<file path="src/rtl/mission_level_ctrl.sv">
// mission_level_ctrl: LFSR-sampled subsystem health, bounded repair and per-level pass/fail sequencing; define AUTO_SHED_EN to auto-shed faulty non-critical subsystems
module mission_level_ctrl #(
  parameter int N_SUB = 5,
  parameter int N_LEVELS = 3,
  parameter logic [N_SUB-1:0] SEED = N_SUB'(5'b00001),
  parameter logic [N_SUB-1:0] TAPS = N_SUB'(5'b10100),
  parameter int REPAIR_MAX = 2
) (
  input  logic                            clk,
  input  logic                            rst,
  input  logic                            start,
  input  logic [N_SUB-1:0]                sw_off,
  output logic [N_SUB-1:0]                sub_out,
  output logic [N_SUB-1:0]                crit_mask,
  output logic [$clog2(N_LEVELS+1)-1:0]   level,
  output logic                            busy,
  output logic                            level_passed,
  output logic                            level_failed,
  output logic                            game_won,
  output logic [$clog2(N_SUB+1)-1:0]      repairs_used,
  output logic [N_SUB-1:0]                lfsr_out
);
  localparam int LW = $clog2(N_LEVELS+1);
  localparam int RW = $clog2(N_SUB+1);
  localparam logic [RW-1:0] RMAX = RW'(REPAIR_MAX);
  localparam logic [LW-1:0] LMAX = LW'(N_LEVELS);
  typedef enum logic [2:0] {IDLE, REPAIR, EVAL, PASS, FAIL, DONE} state_t;
  state_t state, state_n;
  logic [N_SUB-1:0] sub_raw, sub_raw_n, need, fix;
  logic [RW-1:0] repairs_n;
  logic [LW-1:0] level_n;
  logic pass;
  assign crit_mask = {N_SUB{1'b1}} >> level;
  assign need = ~sub_raw & crit_mask;
  assign fix = need & (~need + N_SUB'(1));
`ifdef AUTO_SHED_EN
  assign pass = &(sub_raw | ~crit_mask);
`else
  assign pass = (&(sub_raw | ~crit_mask)) && (&(sub_raw | crit_mask | sw_off));
`endif
  assign busy = state == REPAIR || state == EVAL;
  assign level_passed = state == PASS;
  assign level_failed = state == FAIL;
  assign game_won = state == DONE;
  always_comb begin
    state_n = state;
    sub_raw_n = sub_raw;
    repairs_n = repairs_used;
    level_n = level;
    unique case (state)
      IDLE, FAIL: if (start) begin
        sub_raw_n = lfsr_out;
        repairs_n = '0;
        state_n = REPAIR;
      end
      REPAIR: if (|need && repairs_used < RMAX) begin
        sub_raw_n = sub_raw | fix;
        repairs_n = repairs_used + 1'b1;
      end else state_n = EVAL;
      EVAL: state_n = pass ? PASS : FAIL;
      PASS: begin
        state_n = level == LMAX ? DONE : IDLE;
        level_n = level == LMAX ? level : level + 1'b1;
      end
      default: ;
    endcase
  end
  always_ff @(posedge clk) begin
    if (!rst) begin
      state <= IDLE;
      lfsr_out <= SEED;
      level <= LW'(1);
      sub_raw <= '0;
      repairs_used <= '0;
      sub_out <= '0;
    end else begin
      state <= state_n;
      lfsr_out <= {lfsr_out[N_SUB-2:0], ~^(lfsr_out & TAPS)};
      level <= level_n;
      sub_raw <= sub_raw_n;
      repairs_used <= repairs_n;
      sub_out <= sub_raw & (crit_mask | ~sw_off);
    end
  end
endmodule

</file>
<file path="config.mk">
export PLATFORM = sky130hd
export DESIGN_NAME = mission_level_ctrl
export DESIGN_NICKNAME = d
export VERILOG_FILES = /design/src/rtl/mission_level_ctrl.sv
export SDC_FILE = /design/constraint.sdc
export NUM_CORES = 1
export LEC_CHECK = 0
export ABC_AREA = 1
export BUFFER_PORTS_ARGS = -buffer_cell sky130_fd_sc_hd__buf_2
export CORE_ASPECT_RATIO = 1.5
export CORE_MARGIN = 3
export CORE_UTILIZATION = 42
export DETAILED_ROUTE_END_ITERATION = 6
export PLACE_DENSITY_LB_ADDON = 0.25
export SLEW_MARGIN = 20
export SYNTH_ARGS = -nofsm -noshare
export SYNTH_HDL_FRONTEND = slang
export SYNTH_SLANG_ARGS = --single-unit
</file>
<file path="constraint.sdc">
create_clock -name clk -period 1.77 [get_ports clk]
set_input_delay 0.0885 -clock clk [delete_from_list [all_inputs] [get_ports clk]]
set_output_delay 0.0885 -clock clk [all_outputs]
set_load 0.05 [all_outputs]
</file>
==> impl_metrics.tcl <==
set metrics [dict create \
    status "complete, no violations" \
    finalSetupTns_ns 0 \
    crit_buf_inv 2 \
    clk_path_buf_depth 2 \
    power.switching_mw 1.16 \
    clk_pin_slew_ns 0.13 \
    hp-start "start" \
    path_depth 4 \
    r2r_slack_ns 0.24 \
    required_ns 1.68 \
    die_area_um2 3410 \
    synth-edff-count 0 \
    grt_pass1_vias 1093 \
    reg2regPathDepth 11 \
    cts_buffers 3 \
    seq_area_frac_synth_pct 40.1 \
    core_um2 2530 \
    hold_depth 4 \
    critPathTopFamily "flip-flops" \
    combPwrFrac_pct 55.2 \
    fin_cells 232 \
    yosys_warnings 0 \
    fmax_ghz 0.627 \
    crit_chain "nor2_2 > inv_2 > nor2_1 > buf_2" \
    cts_root_buf "clkbuf_4" \
    clkPwrFrac_pct 10.9 \
    whs_endpoint "sub_raw[0]" \
    vdd_drop_max_mv 0.821 \
    drc 0 \
    gr-total-overflow 0 \
    cts_resized 0 \
    htreeDepth 1 \
    drive_gt1_share_pct 27.0 \
    post_cts_buffers 0 \
    ios 32 \
    cp_max_fo 7 \
    postLayoutCoreUtil_pct 56.1 \
    die_h_um 70.0 \
    first_pass_iters 4 \
    critPathSlowestCell "dfxtp_1" \
    setup_viol 0 \
    via_count 1126 \
    worstSetupEndpointType "output pin" \
    place_area_um2 1360 \
    p_seq_share_pct 33.9 \
    antenna_cells 0 \
    antenna_found_initial 0 \
    hold_path_class "primary input to flop" \
    rr_startpoint "level[1]" \
    gp_congestion 0.846 \
    rows 22 \
    grt_max_degree 14 \
    nets 208 \
    synth_cells 162 \
    dpl.hpwl_um 1900 \
    synth_ff_type "dfxtp_1" \
    netlist_area_um2 1150 \
    cellPowerDensity_nw_per_um2 1570 \
    swShare_pct 52.0 \
    cpPeakStageDelay_ns 0.43 \
    grt_usage_pct 16.4 \
    synth_area_per_cell_um2 7.08 \
    place_worst_setup_slack_ns 0.251 \
    final_area_um2 1420 \
    finalCriticalPeriod_ns 1.59 \
    cap_violations 0 \
    cp-start-kind "flop" \
    cts_hold_buf 3 \
    holdWs_ns 0.0987 \
    power_mw 2.23 \
    viasPerCell 4.85 \
    crit_type "flop to output pin" \
    grt_pass1_wl_um 4480 \
    start_util_pct 45.3 \
    dr.first_iter.drc_count 43 \
    finalClockSkew_ns 0.00427 \
    ys_seq_elements 23 \
    die_x_um 48.7 \
    antenna_left 0 \
    timing.final.hold_violations 0 \
    p_leak_nw 0.718 \
    wl_um 2480 \
    rsz0062_at_grt "no" \
    routedWlPerCell_um 10.7 \
    rr_endpoint "repairs_used[0]" \
    cts_tree "done" \
    drv_slew 0 \
    synth-async-reset-ratio_pct 0 \
    place_inst 225 \
    io_buffers 27 \
    yosysUniqueCellTypes 24 \
    insertion_delay_ns 0.31 \
    intPower_mw 1.07 \
    cp.arrival_ns 1.51 \
    clock_sinks 23 \
    setup_ws_ns 0.176 \
    min_period_over_period_pct 90.1 \
    syn_to_final_growth_pct 23.8 \
]
## cells in the final DEF (no fill, tap or decap), types with 2 or more instances in the layout
master,count
dlygate4sd3_1,3
o21ai_0,7
inv_1,23
ha_1,2
nor2_4,2
buf_2,27
o31ai_1,2
a21oi_1,12
nor2_1,14
dfxtp_1,22
nand4_1,3
nand2_1,33
conb_1,2
nor3_1,2
buf_4,2
nand3_1,12
nor2_2,3
nand2_4,4
inv_2,4
a211oi_1,3
clkbuf_4,3
## logic make-up (layout without fill, tap and decap cells)
group	count (synthesis)	count (layout)	share of synthesized area, %
other	1	2	0.327
adders and majority gates	3	3	3.27
buffers and inverters	32	65	11.1
AOI/OAI and AO/OA	26	26	12.8
xor gates and xnor gates	1	1	0.763
and+or+nand+nor	76	76	31.6
DFF	23	23	40.1
## registers in the layout, summed over array words and instances (netlist names)
name	count
sub_raw	5
lfsr_out	5
repairs_used	3
level	2
state	3
sub_out	5
## how the worst max path moves through the flow
stage	from	to	slack [ns]
after detailed placement	level[1]	repairs_used[0]	0.25
after CTS	state[1]	level_failed	0.16
final	state[1]	level_failed	0.18
after floorplan	level[1]	repairs_used[2]	-0.09
after global placement	level[1]	sub_raw[2]	0.31
after global routing	state[1]	level_failed	0.03
## power by group through the flow
stage	combinational (mW)	sequential [mW]	clock, mW
floorplan	0.827	0.933	0
global placement	1.22	0.763	0
detailed placement	1.24	0.766	0
CTS	1.24	0.753	0.259
global route	1.36	0.773	0.280
finish	1.23	0.756	0.244
## synthesized netlist by cell type, types with 3 or more instances
master,number,area share (%)
dfxtp_1,23,40
nand2_4,3,2.9
a21oi_1,12,5.2
a211oi_1,3,2.0
inv_1,25,8.2
nand4_1,3,1.6
ha_1,3,3.3
nor2_1,16,5.2
inv_2,3,0.98
o21ai_0,8,3.5
nand2_1,33,11
nand3_1,13,5.7
## final cells by class
class | instances | area (µm²)
clock inverter | 1 | 5.00
clock buffer | 3 | 22.5
sequential | 23 | 464
tap | 36 | 45.0
inverter | 29 | 113
timing repair buffer | 32 | 180
multi-input combinational | 108 | 591
fill | 270 | 1110
## worst register-to-register path, stage by stage (launching register included)
cell	delay, ns
dfxtp_4	0.40
clkinvlp_4	0.13
ha_4	0.19
inv_2	0.06
nor2_2	0.04
inv_1	0.06
nand3_2	0.10
nand2_2	0.11
nand2_4	0.09
nand2_4	0.10
nand2_1	0.06
a21oi_1	0.14
## metal layers
metal	share of wire [%]	track usage [%]	wire length, µm	up-vias
li1	-	-	-	579
met1	41	17.0	1030	512
met2	53	30.6	1320	33
met3	4.7	3.20	117	2
met4	0.72	7.91	18	0
met5	0	0	0	-
Note: power is estimated with default switching activity, not from simulation.
